<file path="src/rtl/vdp_arb_pkg.sv">
// vdp_arb_pkg: command and state types shared by the VRAM arbiter and its command FIFO.
package vdp_arb_pkg;
  localparam int VRAM_AW = 14;
  typedef struct packed {
    logic               we;
    logic [VRAM_AW-1:0] addr;
    logic [7:0]         wdata;
  } vram_cmd_t;
  typedef enum logic {IDLE, RD_WAIT} arb_state_t;
endpackage

</file>
<file path="src/rtl/vdp_cmd_fifo.sv">
// vdp_cmd_fifo: CPU command FIFO; head is visible only from the cycle after a push.
module vdp_cmd_fifo
  import vdp_arb_pkg::*;
#(
  parameter int DEPTH = 4
) (
  input  logic      clk,
  input  logic      rst,
  input  logic      push,
  input  logic      pop,
  input  vram_cmd_t din,
  output logic      full,
  output logic      empty,
  output vram_cmd_t head
);
  localparam int AW = $clog2(DEPTH);
  logic [AW:0] wp, rp;
  vram_cmd_t mem [DEPTH];
  always_ff @(posedge clk or posedge rst)
    if (rst) begin
      wp <= '0;
      rp <= '0;
    end else begin
      if (push) wp <= wp + 1'b1;
      if (pop) rp <= rp + 1'b1;
    end
  always_ff @(posedge clk)
    if (push) mem[wp[AW-1:0]] <= din;
  // extra pointer bit tells full from empty when the index bits match
  assign empty = wp == rp;
  assign full  = (wp[AW] != rp[AW]) && (wp[AW-1:0] == rp[AW-1:0]);
  assign head  = mem[rp[AW-1:0]];
endmodule

</file>
<file path="src/rtl/vdp_vram_arbiter.sv">
// vdp_vram_arbiter: shares the VRAM CPU port between display fetch (priority) and queued CPU accesses.
// Define VDP_ARB_STATS_EN to add the stats_clr/stall_cnt stall counter.
module vdp_vram_arbiter
  import vdp_arb_pkg::*;
#(
  parameter int FIFO_DEPTH = 4,
  parameter int GUARD      = 4
) (
  input  logic               clk,
  input  logic               rst,
  input  logic               disp_busy,
  input  logic               disp_go,
  input  logic               cpu_req,
  input  logic               cpu_we,
  input  logic [VRAM_AW-1:0] cpu_addr,
  input  logic [7:0]         cpu_wdata,
  output logic               cpu_ready,
  output logic               cpu_rvalid,
  output logic [7:0]         cpu_rdata,
  output logic               vram_disp_sel,
  output logic [VRAM_AW-1:0] vram_addr,
  output logic [7:0]         vram_wdata,
  output logic               vram_we,
  output logic               vram_re,
  input  logic [7:0]         vram_rdata
`ifdef VDP_ARB_STATS_EN
  ,
  input  logic               stats_clr,
  output logic [15:0]        stall_cnt
`endif
);
  localparam int QW = $clog2(GUARD + 1);
  localparam logic [QW-1:0] QMAX = QW'(GUARD);
  arb_state_t state, state_nxt;
  logic [QW-1:0] quiet_cnt;
  logic full, empty, grant;
  vram_cmd_t head;
  vdp_cmd_fifo #(.DEPTH(FIFO_DEPTH)) u_fifo (
    .clk   (clk),
    .rst   (rst),
    .push  (cpu_req && cpu_ready),
    .pop   (grant),
    .din   ('{we: cpu_we, addr: cpu_addr, wdata: cpu_wdata}),
    .full  (full),
    .empty (empty),
    .head  (head)
  );
  assign cpu_ready = !full;
  assign grant = state == IDLE && !empty && !disp_go && (!disp_busy || quiet_cnt == QMAX);
  always_comb begin
    vram_disp_sel = !grant;
    vram_we       = grant && head.we;
    vram_re       = grant && !head.we;
    vram_addr     = grant ? head.addr : '0;
    vram_wdata    = grant ? head.wdata : '0;
    state_nxt     = state == IDLE ? (vram_re ? RD_WAIT : IDLE) : IDLE;
  end
  always_ff @(posedge clk or posedge rst)
    if (rst) quiet_cnt <= '0;
    else quiet_cnt <= disp_go ? '0 : (quiet_cnt == QMAX ? quiet_cnt : quiet_cnt + 1'b1);
  // RAM data is already latched during RD_WAIT, so display activity cannot disturb the capture
  always_ff @(posedge clk or posedge rst)
    if (rst) begin
      state      <= IDLE;
      cpu_rvalid <= 1'b0;
      cpu_rdata  <= '0;
    end else begin
      state      <= state_nxt;
      cpu_rvalid <= state == RD_WAIT;
      if (state == RD_WAIT) cpu_rdata <= vram_rdata;
    end
`ifdef VDP_ARB_STATS_EN
  always_ff @(posedge clk or posedge rst)
    if (rst) stall_cnt <= '0;
    else if (stats_clr) stall_cnt <= '0;
    else if (!empty && !grant && stall_cnt != 16'hFFFF) stall_cnt <= stall_cnt + 1'b1;
`endif
endmodule
</file>
<file path="config.mk">
export PLATFORM = sky130hd
export DESIGN_NAME = vdp_vram_arbiter
export DESIGN_NICKNAME = d
export VERILOG_FILES = /design/src/rtl/vdp_arb_pkg.sv /design/src/rtl/vdp_cmd_fifo.sv /design/src/rtl/vdp_vram_arbiter.sv
export SDC_FILE = /design/constraint.sdc
export NUM_CORES = 1
export LEC_CHECK = 0
export BUFFER_PORTS_ARGS = -buffer_cell sky130_fd_sc_hd__buf_2
export CAP_MARGIN = 20
export CORE_MARGIN = 4
export CORE_UTILIZATION = 53
export DETAILED_ROUTE_END_ITERATION = 7
export HOLD_SLACK_MARGIN = 0.12
export PLACE_DENSITY = 0.83
export SLEW_MARGIN = 10
export SYNTH_ARGS = -nofsm -noshare
export SYNTH_HDL_FRONTEND = slang
export SYNTH_SLANG_ARGS = --single-unit
</file>
<file path="constraint.sdc">
create_clock -name clk -period 4 [get_ports clk]
set_clock_uncertainty 0.05 [all_clocks]
set_input_delay 0.8 -clock clk [delete_from_list [all_inputs] [get_ports clk]]
set_output_delay 0.8 -clock clk [all_outputs]
set_load 0.02 [all_outputs]
</file>
* Word level (Yosys, flattened, before mapping) *
Memory sizes are Yosys's and may differ from the RTL's.
Cells that the tools add are included.

storage, ports and cells
  memory bits (read-only) = 0
  memory bits (writable) = 92
  bits in latches = 0
  input port bits = 36
  flip-flop bits (word level) = 19
  memories = 1
  output and inout port bits = 35
  word-level logic and storage cells = 38

cells by class
  mux-type cells = 8
  reduce and logical (&&, ||, !) cells = 14
  shifts and indexed selects = 0
  bitwise logic cells = 1
  equal/unequal tests = 5
  $lt $le $gt $ge = 0
  divide/modulo/power cells = 0
  add/sub/neg operators = 3
  multipliers = 0

memory list
  memory      depth  bits a word  read ports  clocked after memory_dff  write ports  line                RTL
  u_fifo.mem  4      23           1           0                         1            vdp_cmd_fifo.sv:18  vram_cmd_t mem [DEPTH];

operator list
  cell                                           count
  2-to-1 mux 14 bit                              1
  adder 3 x 1 -> 3 bit (second input constant)   3
  2-to-1 mux 8 bit                               1
  logical AND 1 bit                              7
  zero test 1 bit                                6
  2-to-1 mux 3 bit                               2
  2-to-1 mux 1 bit                               4
  equality test 3 bit                            1
  equality test 3 bit (second input constant)    1
  equality test 2 bit                            1
  inequality test 2 bit (second input constant)  1
  logical OR 1 bit                               1
  inequality test 1 bit                          1
  NOT 1 bit                                      1

* Longest topological paths before layout *
  word-level depth = 8
  gate-level depth with buffers = 7
  depth with buffers taken out = 6

* Modules after synthesis *
A second synthesis with hierarchy kept.

second synthesis, totals
  cell total of the unflattened synthesis = 228
  area, all modules = 4673.2 µm²

modules (own cells, without submodules)
  module            area an instance (µm²)  instances  cells an instance  seq. area each (µm²)
  vdp_cmd_fifo      3712.3                  1          152                2912.8
  vdp_vram_arbiter  960.9                   1          76                 325.3

* Least setup slack after synthesis *
Ideal clock, no wire load.

  path type = in2out
  start = input port disp_busy
  end = output port vram_addr[10]
  required time = 3.150 ns
  path buffers = 1
  path slack = 1.454 ns
  arrival = 1.696 ns
  stages = 4
  cell sequence = a211oi_4 > o21ai_4 > buf_2 > nor2b_1

on the way
  longest elaborated chain between the ends = 4

ends and longest elaborated chain
  element             line                    RTL
  start: declaration  vdp_vram_arbiter.sv:11  input logic disp_busy,
  zero test 1 bit     vdp_vram_arbiter.sv:49  assign grant = state == IDLE && !empty && !disp_go && (!disp_busy || quiet_cnt == QMAX);
  logical OR 1 bit    vdp_vram_arbiter.sv:49
  logical AND 1 bit   vdp_vram_arbiter.sv:49
  2-to-1 mux 14 bit   vdp_vram_arbiter.sv:54  vram_addr = grant ? head.addr : '0;
  end: declaration    vdp_vram_arbiter.sv:21  output logic [VRAM_AW-1:0] vram_addr,

No other way between the ends.

* Worst setup path in the final report *
  start = register u_fifo.rp[0]
  end = output port vram_we

on the way
  longest elaborated chain between the ends = 6
  elaborated cells between the ends (all ways) = 7
  classes of those cells = eq/ne (1); reduce/logical (5); memory (1)

ends and longest elaborated chain
  element                         line                    RTL
  start: declaration              vdp_cmd_fifo.sv:17      logic [AW:0] wp, rp;
  start signal: assignment        vdp_cmd_fifo.sv:25      if (pop) rp <= rp + 1'b1;
  equality test 3 bit             vdp_cmd_fifo.sv:30      assign empty = wp == rp;
  zero test 1 bit                 vdp_vram_arbiter.sv:49
  logical AND 1 bit (3 in a row)  vdp_vram_arbiter.sv:49
  logical AND 1 bit (*)           vdp_vram_arbiter.sv:52  vram_we = grant && head.we;
  end: declaration                vdp_vram_arbiter.sv:23  output logic vram_we,

Every way passes the cells marked *; elsewhere a longest branch is shown, timed or not.

==> qor.csv <==
stage,metric,value,unit
grt,grt_overflow,0,
drt,drt_iter0_drc,142,
worst_setup_path,critPathLaunchType,flip-flop,
clock_tree,clkLatencyLatePin,0.35,ns
cells_and_area,design_area,5090,µm²
sta,hold_violations,0,
drt,dr_wl_met3,321,µm
hold_path,holdCritPathClass,reg2reg,
worst_setup_path,path_cells,"buf_4, mux4_2, nor2b_1, buf_2",
sta,setup-violations-final,0,
yosys,synth_cells,220,
cells_and_area,num-nets-final,340,
pwr,p_per_area,715,nW/µm²
placed_design,dp_slack,1.17,ns
pwr,p_total,3.64,mW
grt,grt_pass1_vias,2372,
worst_setup_path,critPathTopFamily,flip-flops,
die,die_area,9920,µm²
placed_design,finalWeightedCongestion,0.730,
grt,grt_max_degree,29,
sta,worst_pin_slew,0.848,ns
clock_tree,cts_resized,0,
flow_run,max_cap_violations,0,
grt,grt_antenna_before_repair,0,
sta,rsz0062_at_grt,no,
clock_tree,hold_buffers,0,
worst_setup_path,worst_path_max_delay_cell,dfrtp_2,
sta,fin_crit_sh,0.789,
drt,dr_wl_met2,3.96,mm
worst_setup_path,ff2ff_setup_slack,1.87,ns
clock_tree,clkTransAtPathRegs,0.10,ns
drt,wire_per_inst,18.3,µm
die,io_pins,71,
grt,grt_pass1_wl,11.9,mm
drt,drc,0,
drt,drt-pass1-iter-count,4,
worst_setup_path,setup.worst_path.end_class,primary output,
pwr,total_leakage_power,1.90,nW
cells_and_area,multiInputGateArea,1120,µm²
drt,top_layer,met4,
yosys,yosysSeqAreaShare,0.728,
worst_setup_path,crit_buf_inv,2,
drt,vias,2180,
sta,fmax,317,MHz
run_status,status,"complete, no violations",
drt,totalWireLength,7.44,mm
sta,finalCriticalPeriod,3.16,ns
clock_tree,cts_sinks,111,
clock_tree,cts_tree,done,
clock_tree,numCtsBuffers,9,
placed_design,dpl_cell_area,4900,µm²
yosys,ys_ff_latch,111,
drt,wl_met1,3.01,mm
sta,maxSlewViolCount,0,
drt,routed_via_density,5.37,
drt,postRouteAntennaNets,0,
clock_tree,clk_path_buf_depth,2,
die,core_area,8180,µm²
cells_and_area,nFillCells,612,
placed_design,port-buffer-count,70,
worst_setup_path,slowest_delay,0.64,ns
die,start_util,0.544,
cells_and_area,layout_commonest_cell,edfxtp_1,
clock_tree,post-cts-setup-buffer-count,0,
sta,setup_tns,0,ns
cells_and_area,final_cell_mix,"92 x edfxtp_1, 70 x buf_2, 23 x mux4_2, 23 x nor2b_1, 18 x dfrtp_1",
grt,track_usage,0.161,
cells_and_area,n_antenna_cell,0,
die,die_y,99.6,µm
cells_and_area,seqCellArea,3240,µm²
die,fp.dieW,99.6,µm
yosys,netlist_area,4450,µm²
worst_setup_path,critPathMaxFanout,16,
yosys,synth_fp_nets,263,
sta,fin_ws,0.844,ns
placed_design,detailed_place_hpwl,4.87,mm
cells_and_area,areaGrowthSynthToFinish,14.5,%
die,std_cell_rows,33,
sta,max_slew_margin,0.433,
worst_setup_path,crit_type,reg2out,
pwr,ir_drop,0.000253,V
yosys,synth_cell_types,28,
clock_tree,htree_levels,3,
yosys,synth_area_per_cell,20.2,µm²
yosys,yosys_warnings,0,
worst_setup_path,critPathArrivalTime,2.31,ns
cells_and_area,drive_above_1_share,0.435,
clock_tree,cts_root_buf,clkbuf_8,
worst_setup_path,crit_required,3.15,ns
-- through the flow --
stage,std cells,hold WS (ns),utilization
6_report,406,0.466,0.623
5_1_grt,406,0.489,0.623
4_1_cts,406,0.469,0.623
3_5_place_dp,391,0.446,0.600
3_3_place_gp,391,0.434,0.600
2_1_floorplan,220,0.299,-
-- Yosys cell counts, drive strengths merged --
cell type / n / share of area
mux2: 10 / 0.026
nand3: 3 / 0.0045
xor2: 2 / 0.0039
nor2b: 23 / 0.032
o2111ai: 1 / 0.0020
nand2: 5 / 0.0053
buf: 8 / 0.014
clkbuf: 1 / 0.00084
inv: 6 / 0.0051
nor2: 5 / 0.0042
and3: 5 / 0.0082
ha: 7 / 0.020
a211oi: 1 / 0.0045
mux4: 23 / 0.12
a21oi: 1 / 0.0011
o21ai: 2 / 0.0048
xnor2: 5 / 0.018
nor3: 1 / 0.0011
edfxtp: 92 / 0.62
dfrtp: 19 / 0.11
-- flip-flops by register name (all words and copies together) (netlist names) --
| register | count |
|---|---|
| cpu_rdata | 8 |
| u_fifo.wp | 3 |
| quiet_cnt | 3 |
| u_fifo.rp | 3 |
| cpu_rvalid | 1 |
| u_fifo.mem | 92 |
| state | 1 |
-- final timing paths --
| path | start | endpoint | cells past startpoint |
|---|---|---|---|
| max | u_fifo.rp[0]$_DFFE_PP0P_ | vram_we | 4 |
| min | cpu_rdata[5]$_DFFE_PP0P_ | cpu_rdata[5]$_DFFE_PP0P_ | 1 |
| max reg2reg | u_fifo.rp[0]$_DFFE_PP0P_ | u_fifo.rp[1]$_DFFE_PP0P_ | 4 |
| min reg2reg | cpu_rdata[5]$_DFFE_PP0P_ | cpu_rdata[5]$_DFFE_PP0P_ | 1 |
| max in group asynchronous | rst | u_fifo.rp[0]$_DFFE_PP0P_ | 2 |
| min in group asynchronous | rst | u_fifo.rp[2]$_DFFE_PP0P_ | 2 |
-- where the power goes --
part / total [mW] / internal [mW] / switching, mW
clock: 0.633 / 0.288 / 0.346
combinational: 1.27 / 0.597 / 0.676
sequential: 1.73 / 1.58 / 0.158
-- kinds of logic after synthesis --
logic type | share of synthesized area
flops | 0.728
xor+xnor | 0.0222
simple gates | 0.0557
mux | 0.143
fa+ha+maj | 0.0197
buf+inv | 0.0194
compound gates | 0.0124
-- cell type report --
type                    count  share of cell area
flip-flops and latches    111               0.636
well taps                 105              0.0258
clock buffers              10              0.0251
clock inverters             5              0.0116
repair buffers             75              0.0762
inverters                   6             0.00442
multi-input cells          94               0.221
-- per-layer routing --
layer	vias up	track usage
met5	-	0
met4	0	0.0693
met3	10	0.0407
met2	53	0.270
met1	1121	0.199
li1	996	-
Power figures use the tool's default switching activity.
